**src/rtl/sound_pkg.sv**
```systemverilog
`default_nettype none
// ============================================================================
//  Module   : sound_pkg
//  Purpose  : Shared source IDs, request bit order and FSM states for the
//             sound arbiter.
//  Revision : 1.0  initial release
// ============================================================================
package sound_pkg;

    localparam int REQ_W       = 4;

    // Bit positions within the req/grant vectors
    localparam int REQ_HORN    = 3;
    localparam int REQ_CLICK   = 2;
    localparam int REQ_REVERSE = 1;
    localparam int REQ_ENGINE  = 0;

    localparam logic [1:0] SRC_HORN    = 2'd3;
    localparam logic [1:0] SRC_CLICK   = 2'd2;
    localparam logic [1:0] SRC_REVERSE = 2'd1;
    localparam logic [1:0] SRC_ENGINE  = 2'd0;

    typedef enum logic [1:0] {
        ST_IDLE = 2'd0,
        ST_PLAY = 2'd1,
        ST_GAP  = 2'd2
    } state_t;

    // Request bits with strictly higher priority than source id
    function automatic logic [REQ_W-1:0] higher_mask(input logic [1:0] id);
        logic [REQ_W-1:0] base;
        base        = 4'b1110;
        higher_mask = base << id;
    endfunction

endpackage
`default_nettype wire

```
**src/rtl/sound_prio_enc.sv**
```systemverilog
`default_nettype none
// ============================================================================
//  Module   : sound_prio_enc
//  Purpose  : 4-bit fixed-priority encoder (horn > click > reverse > engine).
//  Revision : 1.0  initial release
// ============================================================================
module sound_prio_enc
    import sound_pkg::*;
(
    input  logic [REQ_W-1:0] req,
    output logic             valid,
    output logic [1:0]       id,
    output logic [REQ_W-1:0] onehot
);

    always_comb begin
        valid  = |req;
        id     = SRC_ENGINE;
        onehot = '0;
        if (req[REQ_HORN]) begin
            id               = SRC_HORN;
            onehot[REQ_HORN] = 1'b1;
        end else if (req[REQ_CLICK]) begin
            id                = SRC_CLICK;
            onehot[REQ_CLICK] = 1'b1;
        end else if (req[REQ_REVERSE]) begin
            id                  = SRC_REVERSE;
            onehot[REQ_REVERSE] = 1'b1;
        end else if (req[REQ_ENGINE]) begin
            id                 = SRC_ENGINE;
            onehot[REQ_ENGINE] = 1'b1;
        end
    end

endmodule
`default_nettype wire

```
**src/rtl/sound_arbiter.sv**
```systemverilog
`default_nettype none
// ============================================================================
//  Module   : sound_arbiter
//  Purpose  : Fixed-priority sound source arbiter with minimum hold time,
//             horn preemption and a silent gap on every source switch.
//  Revision : 1.0  initial release
// ============================================================================
module sound_arbiter
    import sound_pkg::*;
#(
    parameter int MIN_HOLD = 2_500_000,
    parameter int GAP_CYC  = 250_000
) (
    input  logic             clk,
    input  logic             rst,
    input  logic [REQ_W-1:0] req,
    output logic [REQ_W-1:0] grant,
    output logic [1:0]       sel,
    output logic             mute,
    output logic [7:0]       preempt_cnt
);

    localparam int c_hold_w   = $clog2(MIN_HOLD + 2);
    localparam int c_gap_w    = $clog2(GAP_CYC + 1);
    localparam int c_gap_last = GAP_CYC - 1;
    localparam logic [c_hold_w-1:0] c_hold_max = MIN_HOLD[c_hold_w-1:0];
    localparam logic [c_gap_w-1:0]  c_gap_end  = c_gap_last[c_gap_w-1:0];

    state_t              r_state, w_state_n;
    logic [REQ_W-1:0]    r_grant, w_grant_n;
    logic [1:0]          r_sel, w_sel_n;
    logic                r_mute, w_mute_n;
    logic [7:0]          r_preempt;
    logic [c_hold_w-1:0] r_hold, w_hold_n;
    logic [c_gap_w-1:0]  r_gap, w_gap_n;
    logic                w_preempt;

    logic                w_enc_valid;
    logic [1:0]          w_enc_id;
    logic [REQ_W-1:0]    w_enc_onehot;

    sound_prio_enc u_enc (
        .req    (req),
        .valid  (w_enc_valid),
        .id     (w_enc_id),
        .onehot (w_enc_onehot)
    );

    always_comb begin
        w_state_n = r_state;
        w_grant_n = r_grant;
        w_sel_n   = r_sel;
        w_mute_n  = r_mute;
        w_hold_n  = r_hold;
        w_gap_n   = r_gap;
        w_preempt = 1'b0;

        case (r_state)
            ST_IDLE: begin
                if (w_enc_valid) begin
                    w_state_n = ST_PLAY;
                    w_grant_n = w_enc_onehot;
                    w_sel_n   = w_enc_id;
                    w_mute_n  = 1'b0;
                    w_hold_n  = '0;
                end
            end

            ST_PLAY: begin
                if (r_hold != c_hold_max) begin
                    w_hold_n = r_hold + 1'b1;
                end
                // Release wins over any simultaneous preemption request
                if (!req[r_sel]) begin
                    w_state_n = ST_GAP;
                end else if (req[REQ_HORN] && (r_sel != SRC_HORN)) begin
                    w_state_n = ST_GAP;
                    w_preempt = 1'b1;
                end else if ((|(req & higher_mask(r_sel))) && (r_hold == c_hold_max)) begin
                    w_state_n = ST_GAP;
                    w_preempt = 1'b1;
                end
                if (w_state_n == ST_GAP) begin
                    w_grant_n = '0;
                    w_sel_n   = SRC_ENGINE;
                    w_mute_n  = 1'b1;
                    w_hold_n  = '0;
                    w_gap_n   = '0;
                end
            end

            ST_GAP: begin
                if (r_gap == c_gap_end) begin
                    w_gap_n = '0;
                    if (w_enc_valid) begin
                        w_state_n = ST_PLAY;
                        w_grant_n = w_enc_onehot;
                        w_sel_n   = w_enc_id;
                        w_mute_n  = 1'b0;
                        w_hold_n  = '0;
                    end else begin
                        w_state_n = ST_IDLE;
                    end
                end else begin
                    w_gap_n = r_gap + 1'b1;
                end
            end

            default: begin
                w_state_n = ST_IDLE;
                w_grant_n = '0;
                w_sel_n   = SRC_ENGINE;
                w_mute_n  = 1'b1;
                w_hold_n  = '0;
                w_gap_n   = '0;
            end
        endcase
    end

    always_ff @(posedge clk) begin
        if (rst) begin
            r_state   <= ST_IDLE;
            r_grant   <= '0;
            r_sel     <= SRC_ENGINE;
            r_mute    <= 1'b1;
            r_preempt <= 8'd0;
            r_hold    <= '0;
            r_gap     <= '0;
        end else begin
            r_state <= w_state_n;
            r_grant <= w_grant_n;
            r_sel   <= w_sel_n;
            r_mute  <= w_mute_n;
            r_hold  <= w_hold_n;
            r_gap   <= w_gap_n;
            if (w_preempt && (r_preempt != 8'hFF)) begin
                r_preempt <= r_preempt + 8'd1;
            end
        end
    end

    assign grant       = r_grant;
    assign sel         = r_sel;
    assign mute        = r_mute;
    assign preempt_cnt = r_preempt;

endmodule
`default_nettype wire
```
**config.mk**
```make
export PLATFORM = sky130hd
export DESIGN_NAME = sound_arbiter
export DESIGN_NICKNAME = d
export VERILOG_FILES = /design/src/rtl/sound_pkg.sv /design/src/rtl/sound_prio_enc.sv /design/src/rtl/sound_arbiter.sv
export SDC_FILE = /design/constraint.sdc
export NUM_CORES = 1
export LEC_CHECK = 0
export ABC_CLOCK_PERIOD_IN_PS = 5350
export BUFFER_PORTS_ARGS = -buffer_cell sky130_fd_sc_hd__clkbuf_2
export CAP_MARGIN = 20
export CORE_MARGIN = 2
export CORE_UTILIZATION = 40
export CTS_CLUSTER_SIZE = 8
export DETAILED_ROUTE_END_ITERATION = 8
export PLACE_DENSITY = 0.56
export SLEW_MARGIN = 40
export SYNTH_ARGS = -nofsm -noshare
export SYNTH_HDL_FRONTEND = slang
export SYNTH_SLANG_ARGS = --single-unit
```
**constraint.sdc**
```tcl
create_clock -name clk -period 5.35 [get_ports clk]
set_input_delay 0.8025 -clock clk [delete_from_list [all_inputs] [get_ports clk]]
set_output_delay 0.8025 -clock clk [all_outputs]
set_load 0.05 [all_outputs]
```
==> impl_metrics.ini <==
[job]
drv_cap = 0

[worst_setup_path]
critPathKind = flop to flop
critPathBufInv = 1
rr_startpoint = r_hold[3]
max_stage_delay_ns = 0.57
crit_cells = 7
crit_chain = nor4b_1, nand3_1, nor4_4, buf_4, nor2_1, or4b_1, a21oi_1
worstPathArrival_ns = 3.00
critPathTopFamily = simple AND/OR/NAND/NOR gates
worstRegToRegCells = 7
cp-end-kind = flop
critPathMaxFanout = 22
cp.required_ns = 5.61
rr_endpoint = grant[1]
critical_path.slowest_cell = or4b_1
r2r_setup_slack_ns = 2.60
cp-start-kind = flop

[floorplan]
core_area_sq_um = 7690
die_area_sq_um = 8650
start_util_pct = 41.2
floorplan.rows = 32
num_io_pins = 21
fp.dieH_um = 93.0
die_w_um = 93.0

[clock_network]
post-cts-setup-buffers = 0
tritoncts = built
htree_levels = 3
ctsResizeCount = 0
clkSinkCount = 57
clk_path_buf_depth = 2
clkTransAtPathRegs_ns = 0.06
clk_latency_ns = 0.34
cts_buffers = 9
holdBufCountCts = 0
cts-root-buf = clkbuf_8

[detailed_routing]
drt-initial-drc-count = 118
post_drt_wl_per_cell_um = 14.7
wirelength_um = 7230
via_per_inst = 5.66
ant_nets = 0
drt_first_pass_iters = 4
vias = 2785
drc = 0

[worst_hold_path]
hp-class = flop to flop
min_from = mute
holdPathEnd = mute
min_delay_path_depth = 2

[synthesis]
yosys.area.top_type = dfxtp_1
synth_cell_types = 61
synthCells = 381
synth_area_leaders = dfxtp_1, nor2_1, xor2_1
synth-edff-count = 0
syn_nets = 391
synth_flop_cell = dfxtp_1
synth_seq_area_share_pct = 36.0
syn-cell-area_sq_um = 3170
netlist.area_leader.share_pct = 36.0
syn_avg_cell_area_sq_um = 8.32
yosys_warnings = 0
ys_ff_latch = 57
async_flop_share_pct = 0

[timing]
final_max_slew_viol_count = 0
worst_slew_margin_rel_pct = 48.5
whs_ns = 0.480
fin_crit_sh_pct = 51.4
fin_crit_ns = 2.75
fin_skew_ns = 0.0140
fin_setup_tns_ns = 0
final.setup.worst_slack_ns = 2.60
max_clock_freq_mhz = 364
setup_viol_count_final = 0
worstMarginPinSlew_ns = 0.772
grt_setup_unrepaired = false
finalHoldViolCount = 0

[cells_and_area]
n_antenna_cell = 0
syn_to_final_growth_pct = 9.00
final.fill_count = 777
nNetsFinal = 396
drive_above_1_share_pct = 11.5

[global_route]
grt-ovfl-total = 0
grt_pass1_vias = 2684
grt_antenna_before_repair = 0
grt_pass1_wl_um = 12700
grtUsageTotal_pct = 18.4
grt_max_degree = 37

[placement]
place_ws_ns = 2.39
routabilityCongestion = 0.833
dp_hpwl_um = 5000
io_buffers = 20

[power]
cellPowerDensity_nw_per_um2 = 284
ir_drop_uv = 112
leakage_nw = 1.28

[outcome]
status = finished, final reports clean
## synthesized netlist by cell type (all sizes together), types with 5 or more instances
master and n:
dfxtp 57, nor2 47, a21oi 25, nand2 20, o21ai 20, xor2 19, and3 18, nand3 18
buf 15, clkbuf 13, nand4 12, nor3 12, and4 7, o2111ai 6, or3 6, xnor2 6
inv 5, nor2b 5
## final cells by class
type	count	area (sq um)	area share, %
tap	102	128	3.70
multi-input combinational	291	1870	54.3
sequential	57	1140	33.0
clock buffer	11	131	3.80
clock inverter	4	45.0	1.30
timing repair buffer	22	115	3.33
inverter	5	18.8	0.543
## worst reg2reg max path, delay by kind of cell (launching register included)
| kind | cells | cell delay, ns |
|---|---|---|
| AND/OR/NAND/NOR | 5 | 1.84 |
| buffers and inverters | 1 | 0.28 |
| flip-flops | 1 | 0.39 |
| AO/OA/AOI/OAI | 1 | 0.15 |
## cell families (layout without fill, tap and decap cells)
kind of cell	after synthesis	in the layout	synth area share [%]
AO/OA/AOI/OAI	78	78	16.7
XOR/XNOR	25	25	6.91
adder cells (fa/ha/maj)	4	4	1.58
buffers and inverters	33	42	5.09
flip-flops	57	57	36.0
multiplexers	7	7	2.33
AND/OR/NAND/NOR	177	177	31.4
## flip-flops by register name, summed over array words and instances, names as in the netlist
name / count
r_gap: 18
preempt_cnt: 8
sel: 2
mute: 1
grant: 4
r_hold: 22
r_state: 2
## stage by stage
stage	power [mW]	util (%)	instances	instance area, sq um
3_5_place_dp	0.612	42.6	477	3280
6_report	0.979	44.9	492	3450
5_1_grt	1.03	44.9	492	3450
4_1_cts	0.999	44.9	492	3450
3_3_place_gp	0.612	42.6	477	3280
2_1_floorplan	0.586	-	381	3170
## metal layers
layer	routed length, um	share of wire, %	GRT usage (%)	up-vias
met3	318	4.4	4.51	11
met5	0	0	0	-
met2	3400	47	29.8	54
met1	3410	47	23.7	1323
li1	-	-	-	1397
met4	103	1.4	6.74	0
## how the worst max path moves through the flow
| stage | start | slack [ns] | endpoint |
|---|---|---|---|
| 5_1_grt | r_hold[3] | 2.43 | grant[1] |
| 4_1_cts | r_hold[3] | 2.62 | grant[1] |
| 3_3_place_gp | req[3] | 2.44 | r_gap[6] |
| 6_report | r_hold[3] | 2.60 | grant[1] |
| 3_5_place_dp | req[3] | 2.39 | r_gap[6] |
| 2_1_floorplan | req[3] | 2.79 | r_gap[0] |
## where the power goes
part	switching [mW]	internal (mW)
clock network	0.168	0.210
logic	0.104	0.0437
registers	0.0165	0.437
total	0.288	0.691
## cells in the final DEF (no fill, tap or decap), types with 6 or more instances in the layout
cell type | Yosys | routed
o2111ai_1 | 6 | 6
or3_1 | 6 | 6
o21ai_1 | 16 | 16
and3_1 | 18 | 18
xor2_1 | 19 | 19
clkbuf_2 | 0 | 20
nand3_1 | 17 | 17
xnor2_1 | 6 | 6
nor3_1 | 11 | 11
nor2_1 | 47 | 47
a21oi_1 | 25 | 25
nand4_1 | 12 | 12
and4_1 | 7 | 7
dfxtp_1 | 57 | 57
nand2_1 | 19 | 19
clkbuf_8 | 0 | 9
Power figures use the tool's default switching activity.
